==> config.mk <==
export PLATFORM = sky130hd
export DESIGN_NAME = pipe_stall_ctrl
export DESIGN_NICKNAME = d
export VERILOG_FILES = /design/src/rtl/pipe_stall_ctrl_pkg.sv /design/src/rtl/pipe_stall_ctrl_ex_multi_seq.sv /design/src/rtl/pipe_stall_ctrl.sv
export SDC_FILE = /design/constraint.sdc
export NUM_CORES = 1
export LEC_CHECK = 0
export CORE_UTILIZATION = 40
export DETAILED_ROUTE_END_ITERATION = 12
export PLACE_DENSITY = 0.77
export SETUP_SLACK_MARGIN = 0.05
export SLEW_MARGIN = 0
export SYNTH_ARGS = -nofsm -noshare
export SYNTH_HDL_FRONTEND = slang
export SYNTH_HIERARCHICAL = 1
export SYNTH_SLANG_ARGS = --single-unit
==> constraint.sdc <==
create_clock -name clk -period 3.4 [get_ports clk]
set_clock_uncertainty 0.1 [all_clocks]
set_input_delay 0.68 -clock clk [delete_from_list [all_inputs] [get_ports clk]]
set_output_delay 0.68 -clock clk [all_outputs]
set_load 0.05 [all_outputs]
==> src/rtl/pipe_stall_ctrl_pkg.sv <==
// ---------------------------------------------------------------------------
// pipe_stall_ctrl_pkg
//   Shared definitions for the pipeline stall controller: stop/no-stop
//   levels, the four legal stall-vector encodings and the multi-cycle
//   sequencer state codes.
//   Stall vector bit order: [0]PC [1]IF [2]ID [3]EX [4]MEM [5]WB.
// ---------------------------------------------------------------------------
package pipe_stall_ctrl_pkg;

    localparam logic STOP   = 1'b1;
    localparam logic NOSTOP = 1'b0;

    // Each encoding freezes every stage up to and including the requester;
    // the register just past the boundary inserts a bubble.
    localparam logic [5:0] STALL_NONE = 6'b000000;
    localparam logic [5:0] STALL_ID   = 6'b000111;
    localparam logic [5:0] STALL_EX   = 6'b001111;
    localparam logic [5:0] STALL_MEM  = 6'b011111;

    typedef enum logic {
        SEQ_IDLE = 1'b0,
        SEQ_BUSY = 1'b1
    } seq_state_e;

endpackage

==> src/rtl/pipe_stall_ctrl_ex_multi_seq.sv <==
// ---------------------------------------------------------------------------
// ex_multi_seq
//   Sequencer for multi-cycle EX operations (mult/div). Holds EX for N-1
//   cycles that are not frozen by a MEM stall, then flags the final cycle.
// Ports
//   clk           in   system clock
//   rst           in   synchronous active-high reset
//   i_flush       in   abort any operation in flight
//   i_hold        in   MEM stall: EX is frozen, countdown does not advance
//   i_start       in   EX issues a multi-cycle op this cycle
//   i_cycles      in   total EX occupancy N of the op
//   o_seq_stall   out  sequencer request to stall EX (combinational)
//   o_busy        out  sequencer is in BUSY (registered state)
//   o_done        out  final EX cycle of the op (combinational)
// ---------------------------------------------------------------------------
module ex_multi_seq
    import pipe_stall_ctrl_pkg::*;
#(
    parameter int CNT_W = 6
) (
    input  logic             clk,
    input  logic             rst,
    input  logic             i_flush,
    input  logic             i_hold,
    input  logic             i_start,
    input  logic [CNT_W-1:0] i_cycles,
    output logic             o_seq_stall,
    output logic             o_busy,
    output logic             o_done
);

    localparam logic [CNT_W-1:0] ONE = CNT_W'(1);

    seq_state_e       r_state;
    seq_state_e       w_state_nxt;
    logic [CNT_W-1:0] r_cnt;
    logic [CNT_W-1:0] w_cnt_nxt;

    always_ff @(posedge clk) begin
        if (rst) begin
            r_state <= SEQ_IDLE;
            r_cnt   <= '0;
        end else begin
            r_state <= w_state_nxt;
            r_cnt   <= w_cnt_nxt;
        end
    end

    always_comb begin
        w_state_nxt = r_state;
        w_cnt_nxt   = r_cnt;
        o_seq_stall = 1'b0;
        o_done      = 1'b0;
        // Reset gates the combinational outputs so nothing leaks before the
        // state register has been initialised.
        if (rst || i_flush) begin
            w_state_nxt = SEQ_IDLE;
            w_cnt_nxt   = '0;
        end else begin
            case (r_state)
                SEQ_IDLE: begin
                    if (i_start) begin
                        if (i_cycles <= ONE) begin
                            // Single-cycle op: result is ready immediately.
                            o_done = 1'b1;
                        end else begin
                            // This cycle is the first held cycle.
                            o_seq_stall = 1'b1;
                            w_cnt_nxt   = i_cycles - ONE;
                            w_state_nxt = SEQ_BUSY;
                        end
                    end
                end
                SEQ_BUSY: begin
                    o_seq_stall = (r_cnt > ONE);
                    o_done      = (r_cnt == ONE);
                    // A frozen EX does not consume an op cycle; at cnt==1 this
                    // keeps done asserted until MEM releases.
                    if (!i_hold) begin
                        w_cnt_nxt = r_cnt - ONE;
                        if (r_cnt == ONE) begin
                            w_state_nxt = SEQ_IDLE;
                        end
                    end
                end
                default: begin
                    w_state_nxt = SEQ_IDLE;
                    w_cnt_nxt   = '0;
                end
            endcase
        end
    end

    assign o_busy = (r_state == SEQ_BUSY);

endmodule

==> src/rtl/pipe_stall_ctrl.sv <==
// ---------------------------------------------------------------------------
// pipe_stall_ctrl
//   Central stall controller for the 5-stage pipeline. Merges ID/EX/MEM stall
//   requests into the 6-bit stall vector, sequences multi-cycle EX ops and
//   counts stalled cycles for the performance register.
// Ports
//   clk              in   system clock
//   rst              in   synchronous active-high reset (wins over flush)
//   flush            in   pipeline flush; aborts multi-cycle op
//   stallreq_id      in   ID hazard request (load-use)
//   stallreq_ex      in   EX external request
//   stallreq_mem     in   MEM waiting on data memory
//   ex_multi_start   in   EX issues a multi-cycle op this cycle
//   ex_multi_cycles  in   total EX occupancy N of that op
//   stall            out  [0]PC [1]IF [2]ID [3]EX [4]MEM [5]WB, 1 = stop
//   ex_multi_busy    out  sequencer in BUSY
//   ex_multi_done    out  final EX cycle of multi-cycle op
//   stall_cycles     out  saturating count of cycles with stall[0] set
// ---------------------------------------------------------------------------
module pipe_stall_ctrl
    import pipe_stall_ctrl_pkg::*;
#(
    parameter int CNT_W  = 6,
    parameter int PERF_W = 32
) (
    input  logic              clk,
    input  logic              rst,
    input  logic              flush,
    input  logic              stallreq_id,
    input  logic              stallreq_ex,
    input  logic              stallreq_mem,
    input  logic              ex_multi_start,
    input  logic [CNT_W-1:0]  ex_multi_cycles,
    output logic [5:0]        stall,
    output logic              ex_multi_busy,
    output logic              ex_multi_done,
    output logic [PERF_W-1:0] stall_cycles
);

    logic              w_seq_stall;
    logic              w_ex_req;
    logic [PERF_W-1:0] r_stall_cycles;

    ex_multi_seq #(
        .CNT_W (CNT_W)
    ) u_seq (
        .clk         (clk),
        .rst         (rst),
        .i_flush     (flush),
        .i_hold      (stallreq_mem),
        .i_start     (ex_multi_start),
        .i_cycles    (ex_multi_cycles),
        .o_seq_stall (w_seq_stall),
        .o_busy      (ex_multi_busy),
        .o_done      (ex_multi_done)
    );

    assign w_ex_req = stallreq_ex | w_seq_stall;

    // Deepest requesting stage wins; a flush discards the stall so the
    // redirected fetch proceeds immediately.
    always_comb begin
        stall = STALL_NONE;
        if (rst || flush) begin
            stall = STALL_NONE;
        end else if (stallreq_mem) begin
            stall = STALL_MEM;
        end else if (w_ex_req) begin
            stall = STALL_EX;
        end else if (stallreq_id) begin
            stall = STALL_ID;
        end
    end

    always_ff @(posedge clk) begin
        if (rst) begin
            r_stall_cycles <= '0;
        end else if ((stall[0] == STOP) && (r_stall_cycles != '1)) begin
            r_stall_cycles <= r_stall_cycles + PERF_W'(1);
        end
    end

    assign stall_cycles = r_stall_cycles;

endmodule
After elaboration in Yosys (flattened, before gate mapping). Cells that the tools add are included.

Register bits: 39. Bits in latches: 0. Bits in writable memories: 0. ROM bits: 0. Output and inout port bits: 40. Memories kept: 0.

$add $sub $neg: 3. $mul: 0. Div/mod/pow operators: 0. $lt $le $gt $ge: 2. Equal/unequal tests: 5. Shift-type cells: 0. Multiplexer cells: 19. Bitwise gates (word level): 2. Reductions and logical operators: 4.

Operators with widths (number): 32-bit by 1-bit adder with 32-bit output (second input constant) (1); 32-bit != test (second input constant) (1); 6-bit 2-to-1 mux (4); 6-bit case mux with 2 select lines (1); 6-bit by 1-bit subtractor with 6-bit output (second input constant) (2); 1-bit 2-to-1 mux (8); 6-bit by 1-bit == test with 1-bit output (second input constant) (1); 6-bit by 1-bit > comparator with 1-bit output (second input constant) (1); 6-bit by 1-bit <= comparator with 1-bit output (second input constant) (1); 2-bit != test (second input constant) (3); 1-bit case mux with 2 select lines (3); 5-bit 2-to-1 mux (1); 4-bit 2-to-1 mux (1); 3-bit 2-to-1 mux (1); 3-bit AND reduction (1); 2-bit OR reduction (1); 1-bit logical AND (1); 1-bit logical OR (1); 1-bit NOT (1); 1-bit OR (1).

Longest topological paths before layout.
Word-level depth: 10. Mapped depth: 14. Gate-level depth less buffers: 12.

Modules after synthesis. Netlist, hierarchy kept.

By module, submodules not included: pipe_stall_ctrl (instances 1, cells an instance 207, area each 1734.2 um2, sequential area each 640.6 um2); ex_multi_seq (instances 1, cells an instance 82, area each 614.3 um2, sequential area each 140.1 um2).

Worst setup path after synthesis. OpenSTA, ideal clock, no wires.

Path kind: input-to-output. Start point: in ex_multi_cycles[3]. End point: out stall[1]. Arrival time: 2.801 ns. Data required time: 2.620 ns. Path slack: -0.181 ns. Stages on the path: 10. Path buffers: 3. Path through: or3_1 > buf_2 > o31a_2 > o21ai_0 > nor2_1 > nor4_1 > or3_1 > buf_2 > clkinv_2 > buf_4.

Word-level cells in the longest chain between the ends: 9.

RTL lines: start: declaration (RTL line pipe_stall_ctrl.sv:33) `input logic [CNT_W-1:0] ex_multi_cycles,`; 6-bit by 1-bit <= comparator with 1-bit output (RTL line pipe_stall_ctrl_ex_multi_seq.sv:63) `if (i_cycles <= ONE) begin`; 1-bit 2-to-1 mux (RTL line pipe_stall_ctrl_ex_multi_seq.sv:63); 1-bit 2-to-1 mux (RTL line pipe_stall_ctrl_ex_multi_seq.sv:62) `if (i_start) begin`; 1-bit case mux with 2 select lines (RTL line pipe_stall_ctrl_ex_multi_seq.sv:60) `case (r_state)`; 1-bit 2-to-1 mux (RTL line pipe_stall_ctrl_ex_multi_seq.sv:56) `if (rst || i_flush) begin`; via w_seq_stall (RTL line pipe_stall_ctrl.sv:40) `logic w_seq_stall;`; 1-bit OR (RTL line pipe_stall_ctrl.sv:58) `assign w_ex_req = stallreq_ex | w_seq_stall;`; 4-bit 2-to-1 mux (RTL line pipe_stall_ctrl.sv:68) `end else if (w_ex_req) begin`; 5-bit 2-to-1 mux (RTL line pipe_stall_ctrl.sv:66) `end else if (stallreq_mem) begin`; 6-bit 2-to-1 mux (RTL line pipe_stall_ctrl.sv:64) `if (rst || flush) begin`; end: declaration (RTL line pipe_stall_ctrl.sv:34) `output logic [5:0] stall,`.

The timed path passes the listed nets, and every way through them passes these cells.

Worst setup path after layout.
Start point: in ex_multi_cycles[2]. End point: out stall[0].

Same word-level chain as after synthesis.

==> out/metrics.cfg <==
[status]
status = completed

[placement]
dpl.hpwl_mm = 4.402
io_buffers = 51
pre_cts_ws_ps = -305.2
gp_congestion = 0.8687
placed_cell_area_um2 = 3082

[synth]
yosysWarnings = 6
avgSynthCellArea_um2 = 8.126
syn-cell-area_um2 = 2349
synth_cell_types = 56
syn_nets = 307
synth_flop_cell = dfxtp_1
ys_seq_area_share_pct = 33.24
synth_seq_cells = 39
synthCells = 289
synth_edf_count = 0
async_flop_share_pct = 0

[routing]
viasPerCell = 5.795
wirelength_mm = 6.035
postRouteAntennaNets = 0
wire_per_inst_um = 14.07
vias = 2486
post-route-drc-count = 0
drt_iter0_drc = 206
firstDrtPassIters = 4

[clock_network]
cts_tree = done
insertion_delay_ps = 290
root_buffer = clkbuf_8
htreeDepth = 2
numCtsBuffers = 5
clkSlewWorstSetupHoldPaths_ps = 70
holdBufCountCts = 0
clk_path_buf_depth = 2
clock_sinks = 39

[power_and_ir_drop]
power.switching_uw = 242.1
powerDensity_nw_per_um2 = 284.9
finalPower_uw = 917.9
seqPwrFrac_pct = 51.0
power.internal_uw = 675.8
leakagePower_uw = 0.001127
ir_worst_vdd_mv = 0.1511
clkPwrFrac_pct = 32.6
swShare_pct = 26.37
comb_power_share_pct = 16.4

[hold_path]
hp-class = register to register

[timing]
worst_pin_slew_ps = 772.9
slew_viol_final = 0
setup_violations = 0
setup_tns_ps = 0
max_freq_mhz = 305.9
relSlewSlack_pct = 48.47
hold_viol_final = 0
period_needed_ps = 3269
rsz0062_at_grt = false
final.setup.worst_slack_ps = 130.9
final.period_utilization_pct = 96.15

[finish]
area_growth_pct = 37.19
drive_gt1_share_pct = 17.65
antenna_cells = 0
fill_cells = 499
finalNetCount = 374
layout_common_cells = clkdlybuf4s50_1, dfxtp_1, buf_4
final_cell_area_um2 = 3222
multi_input_area_um2 = 1453
fin_util_pct = 57.80
regArea_um2 = 780.7
mostFrequentLayoutCell = clkdlybuf4s50_1

[global_routing]
grt_usage_pct = 21.11
gr-total-overflow = 0
grt_pass1_vias = 2333
grt_pass1_wl_mm = 10.57
antenna_found_initial = 0
grt_max_degree = 36

[setup_path]
cp_cell_sequence = dlygate4sd2_1 > or3_1 > o31a_2 > o21ai_2 > nor2_1 > nor4_1 > or3_4 > clkinv_8 > buf_12
cp-end-kind = output port
cp-start-kind = input pin
cp_max_fo = 6
regToRegSetupSlack_ps = 590
worst_path_max_delay_cell = or3_1
crit_type = input pin to output port
crit_required_ps = 2620
worst-path-buf-inv = 3
crit_family = simple AND/OR/NAND/NOR gates
critPathArrivalTime_ps = 2490
slowest_delay_ps = 390

[die]
die_w_um = 78.63
die_height_um = 78.63
rows = 27
die_area_um2 = 6182
io_pins = 53
core_area_um2 = 5574
initial_core_util_pct = 42.13

[run]
drv_cap = 0

==> flip-flops by register name, summed over array words and instances (netlist names) <==
register	flops
stall_cycles	32
u_seq/o_busy	1
u_seq/r_cnt	6
==> metrics by stage <==
stage,cells,hold WS (ps)
3_5_place_dp,420,379.4
6_report,429,405.9
4_1_cts,429,405.6
5_1_grt,429,448.2
3_3_place_gp,420,378.6
2_1_floorplan,289,362.1
==> synth_stat cells (all sizes together), types with 5 or more instances <==
cell type | n | area [µm²]
inv | 10 | 37.54
o21ai | 14 | 70.07
nor2 | 18 | 67.56
o311ai | 6 | 52.55
or3 | 15 | 93.84
nand3 | 15 | 87.59
dfxtp | 39 | 780.8
buf | 11 | 71.32
nand4 | 10 | 75.07
a21oi | 24 | 120.1
nor3 | 10 | 66.32
o31ai | 8 | 60.06
and3 | 5 | 32.53
nand2 | 21 | 78.83
or4 | 12 | 93.84
clkbuf | 6 | 22.52
ha | 5 | 62.56
==> cell families after synthesis <==
kind of cell               after synthesis  share of synthesized area [%]
muxes                                    5                          2.344
xor gates and xnor gates                 6                          2.238
AOI/OAI and AO/OA                       73                          20.09
buffers and inverters                   28                          5.807
other                                    1                         0.1597
and+or+nand+nor                        132                          33.46
adders and majority gates                5                          2.664
DFF                                     39                          33.24
==> metal layers <==
layer	part of all wire [%]	track usage [%]
met5	0	0
met4	0.45	4.815
met3	5.1	4.302
met2	47	34.96
met1	48	27.94
==> repair_timing <==
| item | in CTS | in global routing |
|---|---|---|
| setup buffers | 1 | 0 |
| setup endpoints to repair | 10 | 0 |
| resized for setup | 20 | 0 |
==> final cells by class <==
cell class	count	share of cell area (%)
Sequential cell	39	24.23
Clock inverter	1	0.1553
Timing Repair Buffer	77	23.69
Inverter	11	1.670
Clock buffer	7	2.369
Tap cell	72	2.796
Multi-Input combinational cell	222	45.09
==> path summary, 6_finish.rpt <==
path                                    startpoint                to  cells past startpoint
worst min register to register      u_seq/r_cnt[5]    u_seq/r_cnt[5]                      1
worst max register to register      u_seq/r_cnt[0]  stall_cycles[14]                     10
worst min-delay path                u_seq/r_cnt[5]    u_seq/r_cnt[5]                      1
worst max-delay path            ex_multi_cycles[2]          stall[0]                      9
==> power by group through the flow <==
stage	combinational [µW]	sequential [µW]	clock, µW
after global placement	140	478	0
final	151	468	299
after global routing	162	469	328
after detailed placement	142	478	0
after CTS	150	468	308
after floorplan	76.7	483	0
(Power assumes the default switching activity.)
